--- src/rtl/param_loaddataserializer_pkg.sv ---
// Shared encodings for the load-data serializer: load sizes, FSM states,
// word geometry and the misalignment rule.
`timescale 1ns/1ps
package param_loaddataserializer_pkg;

  localparam int C_N_OFF   = 8;
  localparam int C_OFFBITS = 3;

  typedef enum logic [1:0] {
    LD_SIZE_B    = 2'b00,
    LD_SIZE_H    = 2'b01,
    LD_SIZE_W    = 2'b10,
    LD_SIZE_RSVD = 2'b11
  } ld_size_e;

  typedef enum logic {
    IDLE  = 1'b0,
    SHIFT = 1'b1
  } state_e;

  // Halfwords must be even, words must be word-aligned, reserved size is always flagged.
  function automatic logic ld_misaligned(input logic [1:0] size, input logic [1:0] addr_lo);
    case (ld_size_e'(size))
      LD_SIZE_H:    return addr_lo[0];
      LD_SIZE_W:    return addr_lo != 2'b00;
      LD_SIZE_RSVD: return 1'b1;
      default:      return 1'b0;
    endcase
  endfunction

endpackage

--- src/rtl/param_loaddataserializer_alignext.sv ---
// Combinational load alignment: shifts the addressed lane down to bit 0 and
// sign/zero-extends bytes and halfwords to a full 32-bit word.
`timescale 1ns/1ps
module param_loadalignext
  import param_loaddataserializer_pkg::*;
(
  input  logic [31:0] data,
  input  logic [1:0]  addr_lo,
  input  logic [1:0]  size,
  input  logic        is_unsigned,
  output logic [31:0] word
);

  logic [31:0] s;
  logic        ext_b;
  logic        ext_h;

  assign s     = data >> {addr_lo, 3'b000};
  assign ext_b = ~is_unsigned & s[7];
  assign ext_h = ~is_unsigned & s[15];

  always_comb begin
    word = s;
    case (ld_size_e'(size))
      LD_SIZE_B: word = {{24{ext_b}}, s[7:0]};
      LD_SIZE_H: word = {{16{ext_h}}, s[15:0]};
      default:   word = s;
    endcase
  end

endmodule

--- src/rtl/param_loaddataserializer.sv ---
// Word-to-nibble load serializer, LSB nibble first, one nibble per nib_en.
// Optional misalignment pulse built only when PARAM_LD_MISALIGN_CHK_EN is defined.
`timescale 1ns/1ps
module param_loaddataserializer #(
  parameter int P_NBITS   = 4,
  parameter int C_N_OFF   = param_loaddataserializer_pkg::C_N_OFF,
  parameter int C_OFFBITS = param_loaddataserializer_pkg::C_OFFBITS
) (
  input  logic                 clk,
  input  logic                 reset,
  input  logic                 mem_resp_val,
  output logic                 mem_resp_rdy,
  input  logic [31:0]          mem_resp_data,
  input  logic [1:0]           ld_addr_lo,
  input  logic [1:0]           ld_size,
  input  logic                 ld_unsigned,
  input  logic                 nib_en,
  output logic                 nib_val,
  output logic [P_NBITS-1:0]   nib_out,
  output logic [C_OFFBITS-1:0] nib_idx,
  output logic                 nib_last,
  output logic                 ld_misalign_err
);
  import param_loaddataserializer_pkg::*;

  localparam logic [C_OFFBITS-1:0] LAST_IDX = C_OFFBITS'(C_N_OFF - 1);

  state_e               state_reg, state_next;
  logic [C_OFFBITS-1:0] cnt_reg, cnt_next;
  logic [31:0]          shreg_reg, shreg_next;
  logic [31:0]          aligned;
  logic                 last_beat;
  logic                 accept;

  param_loadalignext u_align (
    .data        (mem_resp_data),
    .addr_lo     (ld_addr_lo),
    .size        (ld_size),
    .is_unsigned (ld_unsigned),
    .word        (aligned)
  );

  always_ff @(posedge clk) begin
    if (reset) begin
      state_reg <= IDLE;
      cnt_reg   <= '0;
      shreg_reg <= '0;
    end else begin
      state_reg <= state_next;
      cnt_reg   <= cnt_next;
      shreg_reg <= shreg_next;
    end
  end

  // Ready during the last consumed beat lets a new word follow with no bubble.
  always_comb begin
    state_next   = state_reg;
    cnt_next     = cnt_reg;
    shreg_next   = shreg_reg;
    last_beat    = (state_reg == SHIFT) && (cnt_reg == LAST_IDX) && nib_en;
    mem_resp_rdy = (state_reg == IDLE) || last_beat;
    accept       = mem_resp_val && mem_resp_rdy;

    case (state_reg)
      SHIFT: begin
        if (nib_en) begin
          shreg_next = {shreg_reg[P_NBITS-1:0], shreg_reg[31:P_NBITS]};
          cnt_next   = cnt_reg + C_OFFBITS'(1);
        end
        if (last_beat) begin
          state_next = IDLE;
          cnt_next   = '0;
        end
      end
      default: ;
    endcase

    if (accept) begin
      shreg_next = aligned;
      cnt_next   = '0;
      state_next = SHIFT;
    end
  end

  assign nib_val  = (state_reg == SHIFT);
  assign nib_out  = shreg_reg[P_NBITS-1:0];
  assign nib_idx  = cnt_reg;
  assign nib_last = (state_reg == SHIFT) && (cnt_reg == LAST_IDX);

`ifdef PARAM_LD_MISALIGN_CHK_EN
  logic err_reg;

  // One-cycle pulse aligned with nibble 0 of the offending load.
  always_ff @(posedge clk) begin
    if (reset) begin
      err_reg <= 1'b0;
    end else begin
      err_reg <= accept && ld_misaligned(ld_size, ld_addr_lo);
    end
  end

  assign ld_misalign_err = err_reg;
`else
  assign ld_misalign_err = 1'b0;
`endif

endmodule

--- config.mk ---
export PLATFORM = sky130hd
export DESIGN_NAME = param_loaddataserializer
export DESIGN_NICKNAME = d
export VERILOG_FILES = /design/src/rtl/param_loaddataserializer_pkg.sv /design/src/rtl/param_loaddataserializer_alignext.sv /design/src/rtl/param_loaddataserializer.sv
export SDC_FILE = /design/constraint.sdc
export NUM_CORES = 1
export LEC_CHECK = 0
export BUFFER_PORTS_ARGS = -buffer_cell sky130_fd_sc_hd__clkbuf_2
export CAP_MARGIN = 10
export CELL_PAD_IN_SITES_DETAIL_PLACEMENT = 1
export CELL_PAD_IN_SITES_GLOBAL_PLACEMENT = 1
export CORE_AREA = 2 2 79 81
export DETAILED_ROUTE_END_ITERATION = 8
export DIE_AREA = 0 0 81 83
export HOLD_SLACK_MARGIN = 0.12
export PLACE_DENSITY_LB_ADDON = 0.1
export SLEW_MARGIN = 20
export SYNTH_ARGS = -nofsm -noshare
export SYNTH_HDL_FRONTEND = slang
export SYNTH_SLANG_ARGS = --single-unit
--- constraint.sdc ---
create_clock -name clk -period 2.2 [get_ports clk]
set_input_delay 0.55 -clock clk [delete_from_list [all_inputs] [get_ports clk]]
set_output_delay 0.55 -clock clk [all_outputs]
set_load 0.1 [all_outputs]
==> results.toml, run 1 <==
[layout]
drive_gt1_frac = 0.3618
final_cell_mix = "clkbuf_2, nand2_1, dfxtp_1"
mostFrequentLayoutCell = "clkbuf_2"
areaGrowthSynthToFinish_pct = 19.49
regArea_um2 = 730.7
final_area_um2 = 2723
diodes = 0
largest_reg_flops = 32
nFillCells = 720
layout.nets = 346
multi_input_area_um2 = 1403

[setup_path]
crit_path_end_kind = "output port"
crit_arrival_ps = 1530
crit_chain = "ha_1 > ha_2 > a21bo_4 > clkbuf_8"
r2r_end = "shreg_reg[13]"
critPathSlowestCell = "dfxtp_4"
r2r_cells = 6
timing.rr.start = "nib_idx[0]"
critPathRequiredTime_ps = 1650
cpPeakStageDelay_ps = 360
critPathMaxFanout = 6
r2r_setup_slack_ps = 330
crit_path_start_kind = "register"
crit_type = "reg -> out"

[synthesis]
synth-seq-area-share = 0.3163
ys_top_cells_by_area = "dfxtp_1, mux2_2, nand2_1, mux2i_1, o22ai_1"
avgSynthCellArea_um2 = 8.797
syn_inst = 259
synth.distinct_cells = 43
yosys_warnings = 0
synthFlopType = "dfxtp_1"
yosysTopAreaCell = "dfxtp_1"
synth_area_um2 = 2278
synth_edf_count = 0
synth_seq_cells = 36
synth_fp_nets = 302
async_reset_ff_frac = 0
synth.top_cell.area_share = 0.3163

[timing]
fin_crit_ps = 2080
rsz0062_at_grt = "false"
slew_viol_final = 0
period_share = 0.9454
slew-limit-headroom = 0.3577
clock_skew_ps = 8.707
hold_violations = 0
finalSetupViolCount = 0
worst_hold_slack_ps = 480.7
finalSetupTns_ps = 0
tightestPinTransition_ps = 959.8
fmax_ghz = 0.4808

[grt]
antenna_found_initial = 0
grt_max_degree = 38
globalRouteTotalUtil = 0.2103
grt_pass1_wl_mm = 11.13
grt_pass1_vias = 2146
grt.overflow.total = 0

[floorplanning]
die_h_um = 83
start_util = 0.3918
rows = 28
io_pins = 52
die_area_um2 = 6723
fp.dieW_um = 81
core_area_um2 = 5816

[power]
pwr-share-clk = 0.321
p_int_uw = 1237
switching_power_uw = 622.3
leakage_uw = 0.001076
p_per_area_nw_per_um2 = 682.8
combPwrFrac = 0.273
swShare = 0.3348
vdd_drop_max_uv = 259.4
seq_power_share = 0.407

[detailed_routing]
drc = 0
first_iter_violations = 103
first_pass_iters = 4
viasPerCell = 5.641
vias = 2138
wirelength_mm = 6.741
wl_per_cell_um = 17.79
ant_nets = 0

[clocking]
h-tree-depth = 2
numCtsBuffers = 5
clock_latency_ps = 300
cts_tree = "yes"
ctsRootBufferMaster = "clkbuf_8"
cts_buffer_depth = 2
post-cts-setup-buffer-count = 0
path_clk_slew_ps = 80
cts.sinks = 36
hold_buffers = 0

[place]
io_buffers = 50
post_dp_cell_area_um2 = 2600
place_congestion = 0.7381
dp_hpwl_mm = 5.093

[worst_hold_path]
whs_path_depth = 2
hold_end = "shreg_reg[0]"
min_path_type = "reg -> reg"
hp-start = "shreg_reg[4]"

[run]
drv_cap = 0

[run_status]
status = "complete, no violations"
## cell families (layout without fill, tap and decap cells)
group | after synthesis | count (layout) | synth area share
AND/OR/NAND/NOR | 83 | 83 | 0.1631
AO/OA/AOI/OAI | 81 | 81 | 0.2927
flip-flops | 36 | 36 | 0.3163
multiplexers | 29 | 29 | 0.1428
buffers and inverters | 27 | 72 | 0.07248
adder cells (fa/ha/maj) | 2 | 2 | 0.01098
other | 1 | 1 | 0.001646
## area by class of cell
class,count,area share
multi-input cells,196,0.5152
flip-flops and latches,36,0.2684
repair buffers,62,0.1383
well taps,75,0.03447
clock buffers,5,0.02528
clock inverters,3,0.01563
inverters,2,0.002757
## power by group through the flow
stage,clock (uW),combinational (uW),sequential [uW]
2_1_floorplan,0,378,769
3_3_place_gp,0,498,769
6_report,596,507,756
3_5_place_dp,0,505,770
5_1_grt,636,549,764
4_1_cts,605,509,756
## routing by layer
metal  global-route usage  vias up  routed length, um
met5                    0        -                  0
met4              0.06780        0                110
met3              0.03696       10                274
met2               0.3058       45               2903
met1               0.3114     1018               3453
li1                     -     1065                  -
## metrics by stage
step	utilization	instances	power, uW	setup slack (ps)
4_1_cts	0.4677	379	1869	42.59
3_3_place_gp	0.4471	371	1267	200.5
5_1_grt	0.4682	379	1949	59.27
2_1_floorplan	-	259	1147	1.427
6_report	0.4682	379	1859	120.2
3_5_place_dp	0.4471	371	1275	83.64
## critical path, delay by kind of cell, from the launching register on
family	cells	cell delay (ps)
AOI/OAI and AO/OA	1	240
adders and majority gates	2	420
buffers and inverters	1	210
DFF	1	360
## synth_stat cells, drive strengths merged, types with 3 or more instances
library cell and n:
clkbuf 6, a31oi 8, nor2 27, dfxtp 36, a211oi 11, o22ai 17, o22a 3, nand2 36
buf 19, a21oi 6, a311oi 8, mux2i 14, a221oi 8, mux2 15, nor3b 3, nor3 8
o211ai 8, a2111oi 6
## worst max-delay path by stage
stage / startpoint / endpoint / slack [ps] / cells past startpoint
finish: nib_idx[0] / mem_resp_rdy / 120 / 4
global route: nib_idx[0] / mem_resp_rdy / 60 / 4
CTS: nib_idx[0] / mem_resp_rdy / 40 / 4
detailed placement: mem_resp_val / shreg_reg[15] / 80 / 5
global placement: mem_resp_val / shreg_reg[17] / 200 / 5
floorplan: nib_idx[2] / shreg_reg[13] / 1 / 6
## timing repair
action,4_1_cts,5_1_grt
hold endpoints to repair,0,0
gates cloned,0,0
endpoints found under the setup margin,1,1
gates resized for setup,2,1
No activity file was read; power rests on OpenSTA's default activity.
==> run 2: changes to the inputs <==
Settings changed: CORE_AREA 2 2 79 81 to 2 2 87 89, DIE_AREA 0 0 81 83 to 0 0 89 91, SYNTH_HIERARCHICAL set to 1.
Clock period 2.2 ns to 2 ns, I/O delays scaled along.
==> run 2 against run 1 <==
  * Count of clock-buffer cells in the layout is 1 higher
  * Utilization grew 4.6 points
  * Via count rose by 31%
  * Sequential share of layout area decreased by 7.0 points
  * Total power is 22% higher
  * Critical path type unchanged
  * Critical endpoint unchanged
==> results.toml, run 2 <==
[run_status]
status = "complete, no violations"

[floorplanning]
core_area_um2 = 7137
start_util = 0.4232
rows = 31
fp.dieW_um = 89
die_area_um2 = 8099
io_pins = 52
die_h_um = 91

[synthesis]
muxShareOfSynthArea = 0.1798
synthFlopType = "dfxtp_1"
synth_seq_cells = 36
synth_top_family_by_area = "compound AO/OA/AOI/OAI gates"
synth_compound_area_frac = 0.2767
synth.distinct_cells = 36
synth-seq-area-share = 0.2386
synth_most_common_cell = "nor2_1"
synthSimpleGateAreaFrac = 0.2162
async_reset_ff_frac = 0
synth_fp_nets = 388
synthAdderAreaFrac = 0.008285
synth-xor-area-share = 0.002900
ys_top_cells_by_area = "dfxtp_1, mux2i_1, a2111oi_2, nor2_1, nand2b_1"
synth_area_um2 = 3020
synth.top_cell.area_share = 0.2386
synthTopCellsByCount = "nor2_1, mux2i_1, dfxtp_1"
yosysTopAreaCell = "dfxtp_1"
avgSynthCellArea_um2 = 8.755
synth_edf_count = 0
yosys_warnings = 6
syn_inst = 345

[setup_path]
timing.rr.start = "nib_idx[0]"
worstSetupStartpoint = "nib_idx[0]"
crit_arrival_ps = 1450
r2r_setup_slack_ps = 250
cp_num_buf_inv = 1
r2r_end = "shreg_reg[8]"
critPathSlowestCell = "dfxtp_2"
crit_type = "reg -> out"
cpPeakStageDelay_ps = 340
critPathRequiredTime_ps = 1500
r2r_cells = 6
critPathMaxFanout = 5
crit_chain = "ha_1 > ha_4 > a21bo_4 > buf_12"
path_delay_family = "adder cells"
crit_path_end_kind = "output port"
crit_path_start_kind = "register"

[grt]
grt.overflow.total = 0
grtUsageMet2 = 0.4223
globalRouteTotalUtil = 0.2399
top_usage_layer = "met2"
grt_use_met3 = 0.03455
grt_max_degree = 33
grt_pass1_vias = 2906
grt_pass1_wl_mm = 15.09
grt_use_met1 = 0.3027
antenna_found_initial = 0

[place]
io_buffers = 50
post_dp_cell_area_um2 = 3527
place_congestion = 0.9065
dp_hpwl_mm = 6.876
dp_slack_ps = -181.2

[detailed_routing]
first_iter_violations = 146
ant_nets = 0
viasPerCell = 5.616
wirelength_mm = 9.271
vias = 2797
drc = 0
wl_per_cell_um = 18.62
first_pass_iters = 4

[power]
switching_power_uw = 804.1
p_int_uw = 1467
combPwrFrac = 0.346
p_per_area_nw_per_um2 = 619.5
seq_power_share = 0.362
leakage_uw = 0.001692
vdd_drop_max_uv = 272.3
swShare = 0.3541
pwr-share-clk = 0.292

[layout]
final_core_util = 0.5137
final_area_um2 = 3666
final_cell_mix = "nor2_1, mux2i_1, clkbuf_2"
diodes = 0
largest_reg_flops = 32
mostFrequentLayoutCell = "nor2_1"
drive_gt1_frac = 0.3684
layout.nets = 441
areaGrowthSynthToFinish_pct = 21.38

[timing]
finalSetupViolCount = 0
clock_skew_ps = 7.545
period_share = 0.9736
final.setup.worst_slack_ps = 52.77
tightestPinTransition_ps = 588.7
hold_violations = 0
fmax_ghz = 0.5135
slew_viol_final = 0
fin_crit_ps = 1947
slew-limit-headroom = 0.6075

[clocking]
path_clk_slew_ps = 80
ctsRootBufferMaster = "clkbuf_8"
cts_buffer_depth = 2
post-cts-setup-buffer-count = 0
h-tree-depth = 2
clock_latency_ps = 300
cts.sinks = 36
numCtsBuffers = 5
cts_tree = "yes"
hold_buffers = 0

[worst_hold_path]
whs_path_depth = 3
min_path_type = "in -> reg"
hold_end = "nib_val"
hp-start = "mem_resp_val"

[run]
drv_cap = 0
==> run 2: changes by cell type in the layout (fill, tap and decap cells not counted), sizes merged, moves of 19 or more <==
cell | previous run | this run
mux2i | 14 | 49
a2111oi | 6 | 32
nand2 | 36 | 5
nor2 | 27 | 71
nand2b | 1 | 33
a21oi | 6 | 25
buf | 13 | 34
==> run 2: kinds of logic after synthesis <==
group | after synthesis
compound gates | 84
fa+ha+maj | 2
other cells | 1
mux | 53
buf+inv | 36
simple gates | 132
flops | 36
xor+xnor | 1
==> run 2: area by class of cell <==
class                           count  area [um2]
Fill cell                         880        3471
Multi-Input combinational cell    273        2102
Sequential cell                    36       725.7
Timing Repair Buffer               81       603.1
Tap cell                           99       123.9
Clock buffer                        6       72.57
Clock inverter                      2       35.03
Inverter                            1       3.754
==> run 2: how the worst max path moves through the flow <==
stage | slack [ps] | endpoint | cells after the start
2_1_floorplan | -110 | mem_resp_rdy | 3
3_3_place_gp | -170 | shreg_reg[14] | 8
3_5_place_dp | -180 | shreg_reg[14] | 8
4_1_cts | 20 | mem_resp_rdy | 4
5_1_grt | -5 | mem_resp_rdy | 4
6_report | 50 | mem_resp_rdy | 4
==> run 2: power groups by stage <==
stage / registers, uW / clock network (uW) / logic (uW)
finish: 823 / 663 / 786
global route: 832 / 705 / 852
CTS: 823 / 677 / 784
detailed placement: 838 / 0 / 782
global placement: 836 / 0 / 768
floorplan: 838 / 0 / 551
==> run 2: timing repair <==
item,in CTS,in global routing
endpoints found under the setup margin,1,6
pin swaps,0,0
resized for setup,1,7
==> run 2: tightest hold or removal path: stages <==
cell,delay (ps)
clkbuf_2,120
inv_1,60
a21oi_1,50
==> run 2: metrics by stage <==
| step | hold WS (ps) | instances | setup TNS (ps) | power (uW) |
|---|---|---|---|---|
| after CTS | 459.3 | 498 | 0 | 2284 |
| final | 465.0 | 498 | 0 | 2271 |
| after global placement | 449.6 | 490 | -1766 | 1605 |
| after floorplan | 471.8 | 345 | -197.9 | 1389 |
| after global routing | 490.9 | 498 | -5.132 | 2389 |
| after detailed placement | 460.3 | 490 | -2186 | 1620 |
==> run 2: layer usage <==
| metal | up-vias | wire (um) |
|---|---|---|
| li1 | 1353 | - |
| met1 | 1382 | 4186 |
| met2 | 54 | 4715 |
| met3 | 8 | 274 |
| met4 | 0 | 94 |
| met5 | - | 0 |
